[src/rtl/seg_scan_ctrl.sv]
// Scan sequencer for a 4-digit multiplexed 7-segment display: blank gap, then lit digit, per slot.
// All outputs registered (one clock after the deciding tick); no backpressure, en=0 parks the scan in BLANK.
module seg_scan_ctrl #(
    parameter int DIV             = 1000,
    parameter int BLANK_TICKS     = 1,
    parameter int ON_TICKS        = 4,
    parameter int FRAMES_PER_HALF = 250,
    parameter bit INVERT_SEG      = 1'b1
) (
    input  logic        clk,
    input  logic        reset_n,
    input  logic        en,
    input  logic        auto,
    input  logic        man_sel,
    input  logic [31:0] seg_word,
    output logic        sel,
    output logic [3:0]  an,
    output logic [7:0]  seg,
    output logic [1:0]  digit,
    output logic        frame_tick
);

    localparam int PW   = (DIV > 1) ? $clog2(DIV) : 1;
    localparam int TMAX = (BLANK_TICKS > ON_TICKS) ? BLANK_TICKS : ON_TICKS;
    localparam int TW   = (TMAX > 1) ? $clog2(TMAX) : 1;
    localparam int FW   = (FRAMES_PER_HALF > 1) ? $clog2(FRAMES_PER_HALF) : 1;

    localparam logic [PW-1:0] P_LAST  = PW'(DIV - 1);
    localparam logic [TW-1:0] B_LAST  = TW'(BLANK_TICKS - 1);
    localparam logic [TW-1:0] O_LAST  = TW'(ON_TICKS - 1);
    localparam logic [FW-1:0] F_LAST  = FW'(FRAMES_PER_HALF - 1);
    localparam logic [7:0]    SEG_RST = INVERT_SEG ? 8'hFF : 8'h00;

    typedef enum logic {
        ST_BLANK = 1'b0,
        ST_ON    = 1'b1
    } state_t;

    state_t          state, state_nxt;
    logic [PW-1:0]   pcnt;
    logic            tick;
    logic [TW-1:0]   tcnt, tcnt_nxt;
    logic [FW-1:0]   fcnt, fcnt_nxt;
    logic [1:0]      digit_nxt;
    logic [3:0]      an_nxt;
    logic [7:0]      seg_nxt;
    logic            sel_nxt;
    logic            frame_tick_nxt;
    logic [7:0]      cur_byte;

    // Prescaler: restarts from zero whenever the scan is disabled.
    always_ff @(posedge clk or negedge reset_n) begin
        if (!reset_n) begin
            pcnt <= '0;
        end else if (!en || pcnt == P_LAST) begin
            pcnt <= '0;
        end else begin
            pcnt <= pcnt + PW'(1);
        end
    end

    assign tick     = en && (pcnt == P_LAST);
    assign cur_byte = seg_word[{digit, 3'b000} +: 8];

    always_ff @(posedge clk or negedge reset_n) begin
        if (!reset_n) begin
            state      <= ST_BLANK;
            tcnt       <= '0;
            fcnt       <= '0;
            digit      <= 2'd0;
            an         <= 4'hF;
            seg        <= SEG_RST;
            sel        <= 1'b0;
            frame_tick <= 1'b0;
        end else begin
            state      <= state_nxt;
            tcnt       <= tcnt_nxt;
            fcnt       <= fcnt_nxt;
            digit      <= digit_nxt;
            an         <= an_nxt;
            seg        <= seg_nxt;
            sel        <= sel_nxt;
            frame_tick <= frame_tick_nxt;
        end
    end

    always_comb begin
        state_nxt      = state;
        tcnt_nxt       = tcnt;
        fcnt_nxt       = fcnt;
        digit_nxt      = digit;
        an_nxt         = an;
        seg_nxt        = seg;
        sel_nxt        = sel;
        frame_tick_nxt = 1'b0;

        if (!en) begin
            // Disable beats a coinciding frame end: sel, seg and frame count are left alone.
            state_nxt = ST_BLANK;
            tcnt_nxt  = '0;
            digit_nxt = 2'd0;
            an_nxt    = 4'hF;
        end else if (tick) begin
            case (state)
                ST_BLANK: begin
                    if (tcnt == B_LAST) begin
                        state_nxt = ST_ON;
                        tcnt_nxt  = '0;
                        an_nxt    = ~(4'b0001 << digit);
                        seg_nxt   = INVERT_SEG ? ~cur_byte : cur_byte;
                    end else begin
                        tcnt_nxt = tcnt + TW'(1);
                    end
                end
                ST_ON: begin
                    if (tcnt == O_LAST) begin
                        state_nxt = ST_BLANK;
                        tcnt_nxt  = '0;
                        an_nxt    = 4'hF;
                        if (digit == 2'd3) begin
                            // Frame boundary: the only place sel may move, always ahead of a BLANK.
                            digit_nxt      = 2'd0;
                            frame_tick_nxt = 1'b1;
                            if (auto) begin
                                if (fcnt == F_LAST) begin
                                    fcnt_nxt = '0;
                                    sel_nxt  = ~sel;
                                end else begin
                                    fcnt_nxt = fcnt + FW'(1);
                                end
                            end else begin
                                sel_nxt = man_sel;
                            end
                        end else begin
                            digit_nxt = digit + 2'd1;
                        end
                    end else begin
                        tcnt_nxt = tcnt + TW'(1);
                    end
                end
                default: begin
                    state_nxt = ST_BLANK;
                    tcnt_nxt  = '0;
                end
            endcase
        end

        // Manual mode pins the frame count so a later switch to auto starts counting from zero.
        if (!auto) begin
            fcnt_nxt = '0;
        end
    end

endmodule

[config.mk]
export PLATFORM = sky130hd
export DESIGN_NAME = seg_scan_ctrl
export DESIGN_NICKNAME = d
export VERILOG_FILES = /design/src/rtl/seg_scan_ctrl.sv
export SDC_FILE = /design/constraint.sdc
export NUM_CORES = 1
export LEC_CHECK = 0
export CAP_MARGIN = 10
export CORE_MARGIN = 1.5
export CORE_UTILIZATION = 48
export CTS_CLUSTER_DIAMETER = 100
export CTS_CLUSTER_SIZE = 10
export DETAILED_ROUTE_END_ITERATION = 8
export PLACE_DENSITY = 0.79
export SETUP_SLACK_MARGIN = 0.3
export SLEW_MARGIN = 0
export SYNTH_ARGS = -nofsm -noshare
export SYNTH_HDL_FRONTEND = slang
export SYNTH_SLANG_ARGS = --single-unit
[constraint.sdc]
create_clock -name clk -period 5.3 [get_ports clk]
set_input_delay 1.59 -clock clk [delete_from_list [all_inputs] [get_ports clk]]
set_output_delay 1.59 -clock clk [all_outputs]
set_load 0.05 [all_outputs]
==> results of run 1 <==
metal layers:
layer | global-route usage [%] | vias up | wire [µm] | share of wire, %
met2 | 35.1 | 25 | 2400 | 55
met4 | 8.25 | 0 | 60 | 1.4
met1 | 24.4 | 798 | 1840 | 42
met3 | 2.47 | 5 | 74 | 1.7
met5 | 0 | - | 0 | 0
li1 | - | 790 | - | -
power groups by stage:
stage          clock network (W)  logic (W)  registers, W
6_report                0.000182  0.0000444      0.000287
5_1_grt                 0.000202  0.0000487      0.000287
2_1_floorplan                  0  0.0000115      0.000291
3_3_place_gp                   0  0.0000442      0.000292
3_5_place_dp                   0  0.0000451      0.000292
4_1_cts                 0.000190  0.0000452      0.000287
worst paths after layout:
| kind | startpoint | to |
|---|---|---|
| worst max-delay path | digit[0]$_DFFE_PN0P_ | digit[0] |
| worst min-delay path | seg[4]$_DFFE_PN1P_ | seg[4]$_DFFE_PN1P_ |
| worst max register to register | digit[0]$_DFFE_PN0P_ | fcnt[4]$_DFFE_PN0P_ |
| worst min register to register | seg[4]$_DFFE_PN1P_ | seg[4]$_DFFE_PN1P_ |
| max in group asynchronous | reset_n | fcnt[0]$_DFFE_PN0P_ |
| min in group asynchronous | reset_n | fcnt[5]$_DFFE_PN0P_ |
registers in the layout, indices dropped and copies added, names as in the netlist:
register,flops
sel,1
frame_tick,1
an,4
tcnt,2
state,1
pcnt,10
digit,2
seg,8
fcnt,8
through the flow:
stage | power (W) | utilization, % | worst slack [ns] | hold WS (ns) | cell area (µm²)
6_report | 0.000514 | 66.3 | 1.71 | 0.503 | 2670
3_3_place_gp | 0.000336 | 64.4 | 1.73 | 0.489 | 2590
5_1_grt | 0.000538 | 66.3 | 1.58 | 0.512 | 2670
3_5_place_dp | 0.000337 | 64.4 | 1.68 | 0.494 | 2590
2_1_floorplan | 0.000303 | - | 2.53 | 0.475 | 2040
4_1_cts | 0.000522 | 66.3 | 1.67 | 0.504 | 2670
synth_stat cells, types with 2 or more instances:
library cell and n:
o21a_1 5, a21oi_1 9, a21boi_0 5, a2bb2oi_1 4, and3_1 3, or3_1 3, ha_1 10, o22ai_1 2
clkbuf_1 5, mux4_2 8, nor3_1 4, dfrtp_1 25, xor2_1 5, xnor2_1 3, a21boi_1 2, nand3b_1 2
mux2i_1 5, nand2_1 13, nor4_1 5, inv_1 7, o21ai_0 4, nor2_1 22, dfstp_2 12, nand4_1 4
a31o_2 2, nand3_1 6
cells by family after synthesis:
group / after synthesis
AND/OR/NAND/NOR: 70
buffers and inverters: 15
AO/OA/AOI/OAI: 36
multiplexers: 13
XOR/XNOR: 8
adder cells (fa/ha/maj): 10
flip-flops: 37
worst reg2reg max path, stage by stage (launching register included):
cell,delay (ns)
dfrtp_1,0.78
ha_1,0.33
nand4_1,0.10
or4_4,0.52
clkinv_1,0.19
o21ai_0,0.12
a31o_2,0.25
cell type report:
cell class,instances,area [µm²]
clock buffer,6,72.6
multi-input combinational,137,1040
fill,345,1360
tap,50,62.6
inverter,8,30.0
clock inverter,1,3.75
sequential,37,941
timing repair buffer,53,523
==> flow_summary.ini, run 1 <==
[route]
drc = 0
wl_per_cell_um = 15.0
first_iter_violations = 96
wl_mm = 4.37
vias = 1618
drt-pass1-iter-count = 4
viasPerCell = 5.54
ant_nets = 0

[timing]
post-route-min-period_ns = 3.59
fin_crit_sh_pct = 67.7
tightest_slew_ns = 0.793
skew_ns = 0.00962
max_freq_mhz = 279
finalSetupViolCount = 0
slew_viol_final = 0
max_slew_margin_pct = 47.1
rsz0062_at_grt = no
hold_viol = 0
finalSetupTns_ns = 0

[setup_path]
reg2reg_depth = 6
regToRegSetupSlack_ns = 2.91
path_cells = clkdlybuf4s50_1
path_buf_inv = 1
critical_path_class = flip-flop to primary output
crit_cells = 1
cp-end-kind = primary output
cp.required_ns = 3.71
cpPeakStageDelay_ns = 0.93
cp_data_arrival_time_ns = 2.00
cpLargestDelayFamily = buffers and inverters
worst_setup_path_start_kind = flip-flop
cp_slowest_cell = clkdlybuf4s50_1
crit_fanout = 14

[power_and_ir_drop]
swShare_pct = 21.6
combPwrFrac_pct = 8.6
peakVddDrop_mv = 0.160
powerDensity_nw_per_um2 = 192
power_frac_seq_pct = 55.9
power_frac_clock_pct = 35.5
leakagePower_nw = 1.05
internal-power_w = 0.000403
p_switching_w = 0.000111

[cts]
clk_pin_slew_ns = 0.07
cts-root-buf = clkbuf_8
cts-buffers-inserted = 5
worstSkewPairLatency_ns = 0.29
clkSinkCount = 37
cts_tree = done
cts-resized-gates = 0
clock_path_buffers = 2
htreeDepth = 2
hold_buffers = 0
cts_setup_buffers = 0

[synth]
synth_edf_count = 0
yosys_warnings = 0
synth_fa_ha_area_share_pct = 6.14
synthSimpleGateAreaFrac_pct = 17.6
async_flop_share_pct = 100
yosysSeqAreaShare_pct = 46.2
synth_top_cell_by_area = dfrtp_1
synthXorXnorAreaFrac_pct = 3.44
synth.avg_cell_area_um2 = 10.8
synth_top_area_share_pct = 30.7
synth-seq-cells = 37
netlist-cell-type-count = 40
syn_area_um2 = 2040
synthMuxAreaShare_pct = 11.3
syn_nets = 236
synthFlopType = dfrtp_1
synth_area_leaders = dfrtp_1 31%, dfstp_2 15%, mux4_2 8.8%, ha_1 6.1%, nor2_1 4.1%
synth_top_family_by_area = simple AND/OR/NAND/NOR gates
synth_cells = 189
synth-compound-area-share_pct = 12.2

[place]
numPortBuffers = 52
dp_hpwl_mm = 3.26
place.gp.congestion = 0.821
dp.cells = 285

[worst_hold_path]
hold_path.class = flip-flop to flip-flop
min_path_cells = 2

[status]
status = finished clean

[layout]
layout_common_cells = 51 x clkdlybuf4s50_1, 25 x dfrtp_1, 22 x nor2_1
antenna_cells = 0
syn2layout_area_growth_pct = 31.1
final_layout_size_suffix_gt1_share_pct = 13.2
nets = 289
stdcell_count = 292
mostFrequentLayoutCell = clkdlybuf4s50_1

[global_route]
grt_max_degree = 38
grt_usage_pct = 19.9
grt_pass1_vias = 1518
antenna_found_initial = 0
overflow = 0
grt_pass1_wl_mm = 6.84

[floorplanning]
start_util_pct = 50.6
die_w_um = 68.1
rows = 23
ioPinCount = 53
die_area_um2 = 4640
chipHeight_um = 68.1
core_um2 = 4030

[flow_run]
drv_cap = 0
Note: power is estimated with default switching activity, not from simulation.
==> inputs of run 2 (changes only) <==
--- a/config.mk
+++ b/config.mk
@@ -7,11 +7,11 @@
 export LEC_CHECK = 0
 export CAP_MARGIN = 10
 export CORE_MARGIN = 1.5
-export CORE_UTILIZATION = 48
+export CORE_UTILIZATION = 44
 export CTS_CLUSTER_DIAMETER = 100
 export CTS_CLUSTER_SIZE = 10
 export DETAILED_ROUTE_END_ITERATION = 8
-export PLACE_DENSITY = 0.79
+export PLACE_DENSITY = 0.76
 export SETUP_SLACK_MARGIN = 0.3
 export SLEW_MARGIN = 0
 export SYNTH_ARGS = -nofsm -noshare
==> constraint.sdc (replaced) <==
create_clock -name clk -period 3.3 [get_ports clk]
set_input_delay 0.99 -clock clk [delete_from_list [all_inputs] [get_ports clk]]
set_output_delay 0.99 -clock clk [all_outputs]
set_load 0.05 [all_outputs]
==> run 2 against run 1 <==
Hold slack better by 0.00057 ns. Sequential cell count unchanged. Routed wire length up 3.1%. Power up 84%. Sequential share of layout area down 1.0 points. Die area up 8.7%. Clock skew down 0.0058 ns. Critical path depth up 1. Highest routed layer unchanged.
==> flow_summary.ini, run 2 (same netlist as run 1, synthesis figures left out) <==
[setup_path]
reg2reg_depth = 6
path_cells = buf_4 -> clkdlybuf4s50_1
cp-end-kind = primary output
critPathLaunch = digit[0]$_DFFE_PN0P_
cpLargestDelayFamily = buffers and inverters
cp_data_arrival_time_ns = 1.70
reg2reg_from = pcnt[0]$_DFF_PN0_
path_buf_inv = 2
cpPeakStageDelay_ns = 0.85
critical_path_class = flip-flop to primary output
worst_setup_path_start_kind = flip-flop
regToRegSetupSlack_ns = 1.16
cp.required_ns = 2.31
r2r-end = fcnt[4]$_DFFE_PN0P_
crit_fanout = 14
cp_slowest_cell = clkdlybuf4s50_1

[cts]
cts_tree = done
clk_pin_slew_ns = 0.07
hold_buffers = 0
cts_setup_buffers = 0
cts-buffers-inserted = 5
clkSinkCount = 37
cts-root-buf = clkbuf_8
cts-resized-gates = 0
worstSkewPairLatency_ns = 0.29
htreeDepth = 2
clock_path_buffers = 2

[floorplanning]
ioPinCount = 53
die_w_um = 71.0
core_um2 = 4410
rows = 24
die_area_um2 = 5050
start_util_pct = 46.1
chipHeight_um = 71.0

[route]
first_iter_violations = 64
drc = 0
wl_per_cell_um = 15.1
ant_nets = 0
drt-pass1-iter-count = 4
wl_mm = 4.50
vias = 1616
viasPerCell = 5.40

[layout]
largest_register_ffs = 10
syn2layout_area_growth_pct = 35.1
mostFrequentLayoutCell = clkdlybuf4s50_1
layout_common_cells = 52 x clkdlybuf4s50_1, 25 x dfrtp_1, 22 x nor2_1
antenna_cells = 0
reg_top3 = pcnt: 10 flops, fcnt: 8 flops, seg: 8 flops
fin_util_pct = 62.4
regMostFlops = pcnt
nets = 293
n_fill_cell = 370
stdcell_count = 299
final_layout_size_suffix_gt1_share_pct = 15.4

[global_route]
grt_pass1_wl_mm = 7.48
grt_usage_pct = 19.1
grt_max_degree = 38
overflow = 0
grt_pass1_vias = 1617
antenna_found_initial = 0

[timing]
max_freq_mhz = 372
tightest_slew_ns = 0.565
finalSetupViolCount = 0
fin_crit_sh_pct = 81.6
finalSetupTns_ns = 0
hold_viol = 0
slew_viol_final = 0
skew_ns = 0.00385
worst_hold_slack_ns = 0.504
post-route-min-period_ns = 2.69
rsz0062_at_grt = no
max_slew_margin_pct = 62.2

[worst_hold_path]
min_path_cells = 1
hold-path-endpoint = an[1]$_DFFE_PN1P_
hp-start = an[1]$_DFFE_PN1P_
hold_path.class = flip-flop to flip-flop

[place]
numPortBuffers = 52
dp_hpwl_mm = 3.32
place.gp.congestion = 0.836
dp.cells = 291

[power_and_ir_drop]
powerDensity_nw_per_um2 = 342
peakVddDrop_mv = 0.252
leakagePower_nw = 1.09

[flow_run]
drv_cap = 0

[status]
status = finished clean
## run 2: changes by cell type in the layout (fill, tap and decap cells not counted), sizes merged
cell / delta
bufinv: +1
clkinvlp: +1
clkdlybuf4s50: +1
clkinv: -1
buf: +3
## run 2: where the power goes
group	internal [W]	leakage [nW]	switching, W
clock network	0.000246	0.0574	0.000162
registers	0.000457	0.471	0.00000442
logic	0.0000496	0.564	0.0000240
total	0.000752	1.09	0.000190
## run 2: routing by layer
layer / routed length [µm] / global-route usage (%) / vias up / part of all wire [%]
met5: 0 / 0 / - / 0
met4: 93 / 7.76 / 0 / 2.1
met3: 133 / 4.27 / 10 / 3.0
met2: 2400 / 32.6 / 29 / 53
met1: 1870 / 23.4 / 781 / 42
li1: - / - / 796 / -
## run 2: layout make-up
type	count	area [µm²]	area share (%)
Clock inverter	2	37.5	1.36
Sequential cell	37	941	34.2
Clock buffer	6	82.6	3.00
Multi-Input combinational cell	137	1040	37.7
Timing Repair Buffer	57	558	20.3
Inverter	8	30.0	1.09
Tap cell	52	65.1	2.36
## run 2: worst max path at each step
| stage | to | slack, ns | cells after the start |
|---|---|---|---|
| final | digit[0] | 0.61 | 2 |
| after global routing | digit[0] | 0.53 | 2 |
| after detailed placement | fcnt[4]$_DFFE_PN0P_ | 0.56 | 6 |
| after CTS | digit[0] | 0.59 | 2 |
| after floorplan | fcnt[0]$_DFFE_PN0P_ | 1.13 | 5 |
| after global placement | fcnt[4]$_DFFE_PN0P_ | 0.58 | 6 |
## run 2: per-stage QoR
| step | area (µm²) | setup slack (ns) | total power (W) |
|---|---|---|---|
| finish | 2750 | 0.608 | 0.000943 |
| global route | 2750 | 0.532 | 0.000977 |
| CTS | 2750 | 0.587 | 0.000955 |
| detailed placement | 2630 | 0.564 | 0.000544 |
| global placement | 2630 | 0.580 | 0.000542 |
| floorplan | 2040 | 1.13 | 0.000487 |
